`src/rtl/ebu_pkg.sv`:
```
// Shared external-bus-unit definitions: AHB transfer/burst encodings, arbiter
// state codes and the HBURST-to-beat-count mapping.
package ebu_pkg;

  typedef enum logic [1:0] {
    HTRANS_IDLE   = 2'b00,
    HTRANS_BUSY   = 2'b01,
    HTRANS_NONSEQ = 2'b10,
    HTRANS_SEQ    = 2'b11
  } ahbtranstype;

  localparam logic [2:0] HBURST_SINGLE = 3'b000;
  localparam logic [2:0] HBURST_INCR4  = 3'b011;
  localparam logic [2:0] HBURST_INCR8  = 3'b101;
  localparam logic [2:0] HBURST_INCR16 = 3'b111;

  typedef logic [1:0] arbstatetype;
  localparam arbstatetype IDLE = 2'd0;
  localparam arbstatetype ADDR = 2'd1;
  localparam arbstatetype DATA = 2'd2;

  localparam logic OWNER_IFU = 1'b0;
  localparam logic OWNER_LSU = 1'b1;

  // Undefined-length and wrapping encodings are arbitrated as single beats.
  function automatic logic [4:0] burst_beats(input logic [2:0] hburst);
    case (hburst)
      HBURST_INCR4:  burst_beats = 5'd4;
      HBURST_INCR8:  burst_beats = 5'd8;
      HBURST_INCR16: burst_beats = 5'd16;
      default:       burst_beats = 5'd1;
    endcase
  endfunction

endpackage

```
`src/rtl/ebu_beatcounter.sv`:
```
// Remaining-beat counter for the owned burst: loaded at address accept,
// decremented on each accepted data beat.
module ebu_beatcounter #(
  parameter int BEATW = 5
) (
  input  logic             HCLK,
  input  logic             HRESET,
  input  logic             load,
  input  logic [BEATW-1:0] load_val,
  input  logic             dec,
  output logic [BEATW-1:0] count,
  output logic             last
);

  // NOTE: sequential state uses non-blocking assignments so every flop samples
  // pre-edge values regardless of block ordering.
  always_ff @(posedge HCLK or posedge HRESET) begin
    if (HRESET) begin
      count <= '0;
    end else if (load) begin
      count <= load_val;
    end else if (dec && (count != '0)) begin
      count <= count - 1'b1;
    end
  end

  assign last = (count == BEATW'(1));

endmodule

```
`src/rtl/ebu_arbiter_fsm.sv`:
```
// Two-requester AHB arbiter (LSU priority, bounded IFU starvation) holding
// ownership for the whole single/incrementing burst.
module ebu_arbiter_fsm
  import ebu_pkg::*;
#(
  parameter int STARVE_LIMIT = 4,
  parameter int BEATW        = 5
) (
  input  logic       HCLK,
  input  logic       HRESET,
  input  logic       HREADY,
  input  logic       LSUReq,
  input  logic       IFUReq,
  input  logic [2:0] LSUBurst,
  input  logic [2:0] IFUBurst,
  output logic       LSUGrant,
  output logic       IFUGrant,
  output logic       LSUDisable,
  output logic       IFUDisable,
  output logic       BusBusy
);

  localparam int SW = (STARVE_LIMIT > 0) ? $clog2(STARVE_LIMIT + 1) : 1;
  localparam logic [SW-1:0] STARVE_MAX = SW'(STARVE_LIMIT);

  arbstatetype      state, state_nxt;
  logic             owner, owner_nxt;
  logic [SW-1:0]    starve_cnt;
  logic [BEATW-1:0] beat_cnt;
  logic             beat_last;
  logic             ifu_turn, lsu_win, ifu_win;
  logic             cnt_load, cnt_dec;
  logic [2:0]       burst_sel;
  logic             lsu_sel, ifu_sel;

  assign ifu_turn = IFUReq && (STARVE_LIMIT != 0) && (starve_cnt == STARVE_MAX);
  assign lsu_win  = LSUReq && !ifu_turn;
  assign ifu_win  = IFUReq && !lsu_win;

  // NOTE: every combinational output gets a default first so no path leaves
  // it unassigned and infers a latch.
  always_comb begin
    state_nxt = state;
    owner_nxt = owner;
    cnt_load  = 1'b0;
    burst_sel = (owner == OWNER_LSU) ? LSUBurst : IFUBurst;
    case (state)
      IDLE: begin
        if (lsu_win || ifu_win) begin
          owner_nxt = lsu_win ? OWNER_LSU : OWNER_IFU;
          burst_sel = lsu_win ? LSUBurst : IFUBurst;
          if (HREADY) begin
            state_nxt = DATA;
            cnt_load  = 1'b1;
          end else begin
            state_nxt = ADDR;
          end
        end
      end
      ADDR: begin
        if (HREADY) begin
          state_nxt = DATA;
          cnt_load  = 1'b1;
        end
      end
      DATA: begin
        if (HREADY && beat_last) begin
          state_nxt = IDLE;
        end
      end
      default: state_nxt = IDLE;
    endcase
  end

  assign cnt_dec = (state == DATA) && HREADY;

  ebu_beatcounter #(.BEATW(BEATW)) u_beat (
    .HCLK     (HCLK),
    .HRESET   (HRESET),
    .load     (cnt_load),
    .load_val (BEATW'(burst_beats(burst_sel))),
    .dec      (cnt_dec),
    .count    (beat_cnt),
    .last     (beat_last)
  );

  always_ff @(posedge HCLK or posedge HRESET) begin
    if (HRESET) begin
      state      <= IDLE;
      owner      <= OWNER_LSU;
      starve_cnt <= '0;
    end else begin
      state <= state_nxt;
      owner <= owner_nxt;
      if ((state == IDLE) && lsu_win && IFUReq && (starve_cnt != STARVE_MAX)) begin
        starve_cnt <= starve_cnt + 1'b1;
      end else if ((state == IDLE) && ifu_win) begin
        starve_cnt <= '0;
      end
    end
  end

  // In IDLE the winner is granted with zero latency; afterwards the owner holds.
  always_comb begin
    lsu_sel = 1'b0;
    ifu_sel = 1'b0;
    if (state == IDLE) begin
      lsu_sel = lsu_win;
      ifu_sel = ifu_win;
    end else begin
      lsu_sel = (owner == OWNER_LSU);
      ifu_sel = (owner == OWNER_IFU);
    end
  end

  // Gating with HRESET drops every output the instant reset asserts.
  assign LSUGrant   = lsu_sel & ~HRESET;
  assign IFUGrant   = ifu_sel & ~HRESET;
  assign LSUDisable = LSUReq & ~lsu_sel & ~HRESET;
  assign IFUDisable = IFUReq & ~ifu_sel & ~HRESET;
  assign BusBusy    = (state != IDLE) & ~HRESET;

endmodule

```
`config.mk`:
```
export PLATFORM = sky130hd
export DESIGN_NAME = ebu_arbiter_fsm
export DESIGN_NICKNAME = d
export VERILOG_FILES = /design/src/rtl/ebu_pkg.sv /design/src/rtl/ebu_beatcounter.sv /design/src/rtl/ebu_arbiter_fsm.sv
export SDC_FILE = /design/constraint.sdc
export NUM_CORES = 1
export LEC_CHECK = 0
export ABC_AREA = 1
export BUFFER_PORTS_ARGS = -buffer_cell sky130_fd_sc_hd__clkbuf_2
export CAP_MARGIN = 20
export CORE_ASPECT_RATIO = 1.4
export CORE_UTILIZATION = 45
export CTS_CLUSTER_SIZE = 40
export DETAILED_ROUTE_END_ITERATION = 10
export GPL_TIMING_DRIVEN = 0
export PLACE_DENSITY = 0.76
export SLEW_MARGIN = 20
export SYNTH_ARGS = -nofsm -noshare
export SYNTH_HDL_FRONTEND = slang
export SYNTH_SLANG_ARGS = --single-unit
export TNS_END_PERCENT = 10
```
`constraint.sdc`:
```
create_clock -name HCLK -period 1.8 [get_ports HCLK]
set_input_delay 0.36 -clock HCLK [delete_from_list [all_inputs] [get_ports HCLK]]
set_output_delay 0.36 -clock HCLK [all_outputs]
set_load 0.01 [all_outputs]
```
Yosys cells after proc, flatten, opt, wreduce, memory -nomap -nowiden
Cells that the tools add are included.
- reduce and logical (&&, ||, !) cells: 20
- add/subtract/negate cells: 2
- bitwise operators: 11
- multiplexer cells: 20
- equality and inequality tests: 11
- operator list (kind ; count):
    two-way mux 3 bit ; 6
    case mux 5 bit (3 select lines) ; 1
    logical AND 1 bit ; 10
    two-way mux 5 bit ; 2
    equality test 3 bit (second input constant) ; 3
    two-way mux 2 bit ; 4
    AND 1 bit ; 7
    != test 2 bit (second input constant) ; 3
    case mux 2 bit (3 select lines) ; 1
    nonzero test 2 bit ; 3
    equality test 5 x 1 -> 1 bit (second input constant) ; 1
    two-way mux 1 bit ; 5
    nonzero test 5 bit ; 1
    subtractor 5 x 1 -> 5 bit (second input constant) ; 1
    NOT 1 bit ; 4
    adder 3 x 1 -> 3 bit (second input constant) ; 1
    equality test 3 x 2 -> 1 bit (second input constant) ; 1
    != test 3 bit (second input constant) ; 1
    AND reduction 3 bit ; 1
    equality test 2 x 1 -> 1 bit (second input constant) ; 1
    equality test 2 bit (second input constant) ; 1
    logical NOT 1 bit ; 2
    logical NOT 2 bit ; 1
    case mux 1 bit (2 select lines) ; 1
    other kinds (2) ; 2
- word-level logic and storage cells: 68
- flip-flop bits (word level): 11
- output and inout port bits: 5
- input port bits: 11

Logic depth before layout (Yosys ltp)
- depth in word-level cells: 12
- gate-level depth with buffers: 11
- depth with buffers taken out: 11

Modules after synthesis
A second synthesis with hierarchy kept.
- cell total of the unflattened synthesis: 136
- area, all modules: 919.6 um^2
- modules (own cells, without submodules) (module ; instances ; cells each ; area each (um^2) ; seq. area each (um^2)):
    ebu_arbiter_fsm ; 1 ; 90 ; 583.1 ; 151.4
    ebu_beatcounter ; 1 ; 46 ; 336.6 ; 125.1

Worst setup path after synthesis
No wires, ideal clock.
- path kind: flip-flop to output port
- from: reg starve_cnt[0]
- to: out IFUDisable
- buffers on the path: 0
- setup slack: 0.277 ns
- cell stages (with the launch flop): 8
- arrival: 1.163 ns
- required time: 1.440 ns
- cells stage by stage: dfrtp_1 > inv_1 > ha_1 > nand3_2 > nand2_4 > nand2_1 > and2_1 > and3_2
- word-level cells in the longest chain between the ends: 10
- RTL lines (what ; RTL line ; RTL):
    start, declared ; ebu_arbiter_fsm.sv:28 ; logic [SW-1:0] starve_cnt;
    start signal, assigned ; ebu_arbiter_fsm.sv:96 ; starve_cnt <= starve_cnt + 1'b1;
    equality test 3 bit ; ebu_arbiter_fsm.sv:36 ; assign ifu_turn = IFUReq && (STARVE_LIMIT != 0) && (starve_cnt == STARVE_MAX);
    logical AND 1 bit ; ebu_arbiter_fsm.sv:36 ;
    logical NOT 1 bit ; ebu_arbiter_fsm.sv:37 ; assign lsu_win = LSUReq && !ifu_turn;
    logical AND 1 bit ; ebu_arbiter_fsm.sv:37 ;
    logical NOT 1 bit ; ebu_arbiter_fsm.sv:38 ; assign ifu_win = IFUReq && !lsu_win;
    logical AND 1 bit ; ebu_arbiter_fsm.sv:38 ;
    two-way mux 1 bit ; ebu_arbiter_fsm.sv:107 ; if (state == IDLE) begin
    NOT 1 bit ; ebu_arbiter_fsm.sv:120 ; assign IFUDisable = IFUReq & ~ifu_sel & ~HRESET;
    AND 1 bit (2 in series) ; ebu_arbiter_fsm.sv:120 ;
    end, declared ; ebu_arbiter_fsm.sv:19 ; output logic IFUDisable,
No other way between the ends.

Final worst setup path
Ends and elaborated chain as after synthesis.

==> results.toml <==
[logic_synthesis]
yosysTopAreaCell = "dfrtp_1"
ys_top_cells_by_area = "dfrtp_1, nand2_1, nand3_1"
synth_top_area_share = 0.290
synth_nets = 137
synth.most_common_cell = "nand2_1"
async_flop_share = 1.00
yosysWarnings = 0
synth_flop_cell = "dfrtp_1"
syn-cell-area_um2 = 862
synthTopCellsByCount = "nand2_1, nor2_1, inv_1, nand3_1, o21ai_0"
avgSynthCellArea_um2 = 7.12
seq_area_frac_synth = 0.321
ys_ff_latch = 11
synth_edf_count = 0
netlist_instances = 121
synthDistinctLibCells = 25

[status]
failed_checks = "negative setup slack"
status = "finished, violations left"

[drt]
drt_wl_total_um = 1920
initialDrtViolationCount = 21
drc_errors = 0
first_pass_iters = 4
vias = 886
ant_nets = 0
wl_per_cell_um = 11.7
viasPerCell = 5.40

[sta]
slew_viol_final = 0
fin_skew_ns = 0.00563
finalWorstSetupSlack_ns = -0.0197
finalHoldViolCount = 0
min_period_ns = 1.82
worstMarginPinSlew_ns = 0.493
clock.fmax_mhz = 550
slew_headroom = 0.671
hold_slack_ns = 0.133
period_share = 1.01
setup-tns-final_ns = -0.0197
rsz0062_at_grt = "yes"
setup_viol_count_final = 1

[worst_setup_path]
worstPathArrival_ns = 1.46
end_kind = "output port"
worst_r2r_startpoint = "starve_cnt[0]"
cp_max_fo = 3
cp.required_ns = 1.44
crit_start = "starve_cnt[0]"
ff2ff_path_depth = 9
crit_type = "reg -> out"
critPathLaunchType = "register"

[clocking]
cts_root_buf = "clkbuf_4"
cts_htree_levels = 1
path_clk_slew_ns = 0.07
clkSinkCount = 11
cts_tree = "done"
cts_max_path_buffers = 2
cts_buffers = 3
clkLatencyLatePin_ns = 0.27
hold_buffers = 0

[grt]
grt_pass1_vias = 858
antenna_found_initial = 0
groute.usage.overall = 0.219
globalRouteOverflowTotal = 0
grt_pass1_wl_um = 3300
grt_max_degree = 14

[placement]
hpwl_um = 1430
io_buffers = 14
finalWeightedCongestion = 0.793

[cells_and_area]
diodes = 0
fillers = 159
area_growth_pct = 23.9
drive_gt1_frac = 0.299
final_util = 0.601
layout.nets = 161

[die]
start_util = 0.485
core_um2 = 1780
fp-row-count = 18
pin_count = 16
die_h_um = 53.8
dieWidth_um = 39.0
dieArea_um2 = 2100

[worst_hold_path]
min_path_type = "in -> async"

[job]
drv_cap = 0

[pwr]
peakVddDrop_uv = 829
p_per_area_nw_per_um2 = 1510
finalPower_w = 0.00161
leakagePower_nw = 0.539
[layout by cell type, fill, tap and decap left out, types with 3 or more instances in the layout]
master	count
inv_1	12
dfrtp_1	10
clkbuf_2	11
a21oi_1	5
ha_1	4
nand2_1	20
clkbuf_4	3
inv_2	3
nor2_2	4
nand2_2	3
o21ai_0	12
nor2_1	15
buf_4	5
nand3_1	12
[worst max-delay path: stages, from the launching register on]
cell and delay, ns:
dfrtp_1 0.40, inv_2 0.08, ha_4 0.13, nand3_4 0.07, nand2_4 0.08, nand2_2 0.04, and2_4 0.13, and3_4 0.14
buf_6 0.11
[report_power, final]
part | internal [W] | total (W) | switching [W]
Clock | 0.0000857 | 0.000166 | 0.0000799
Combinational | 0.000412 | 0.000976 | 0.000564
Sequential | 0.000367 | 0.000472 | 0.000105
[flip-flops by register name, summed over array words and instances (netlist names)]
register and cells:
owner 1, u_beat.count 5, starve_cnt 3, state 2
[worst paths after layout]
path                       slack [ns]             to
min reg2reg                      0.53       state[0]
min                              0.13  starve_cnt[2]
min in group HCLK                0.32       state[0]
max reg2reg                      0.29  starve_cnt[2]
max                             -0.02     IFUDisable
max in group asynchronous        1.32          owner
[metrics by stage]
step,worst slack [ns],instances,area [um2]
2_1_floorplan,0.277,121,862
3_3_place_gp,0.0926,155,957
3_5_place_dp,0.0925,155,957
4_1_cts,-0.0588,163,1030
5_1_grt,-0.0871,164,1070
6_report,-0.0197,164,1070
[cell type report]
class	count	area, um2	area share
Multi-Input combinational cell	94	559	0.523
Sequential cell	11	277	0.259
Timing Repair Buffer	19	114	0.107
Inverter	15	56.3	0.0527
Clock buffer	4	26.3	0.0246
Tap cell	20	25.0	0.0234
Buffer	1	11.3	0.0105
[per-layer routing]
metal	vias up	wire (um)	track usage	share of wire
met5	-	0	0	0
met4	0	46	0.103	0.024
met3	6	49	0.0331	0.026
met2	17	1080	0.417	0.56
met1	425	745	0.223	0.39
li1	438	-	-	-
[repair_timing]
action,in CTS,in global routing
resized for setup,4,11
endpoints found under the setup margin,4,4
pin swaps,2,3
setup buffers,4,1
[cell families (layout without fill, tap and decap cells)]
family / Yosys count / in the layout / synth area share
simple gates: 66 / 66 / 0.373
fa+ha+maj: 5 / 5 / 0.0726
xor+xnor: 4 / 4 / 0.0406
compound gates: 19 / 19 / 0.115
buf+inv: 16 / 39 / 0.0784
flops: 11 / 11 / 0.321
(Power assumes the default switching activity.)
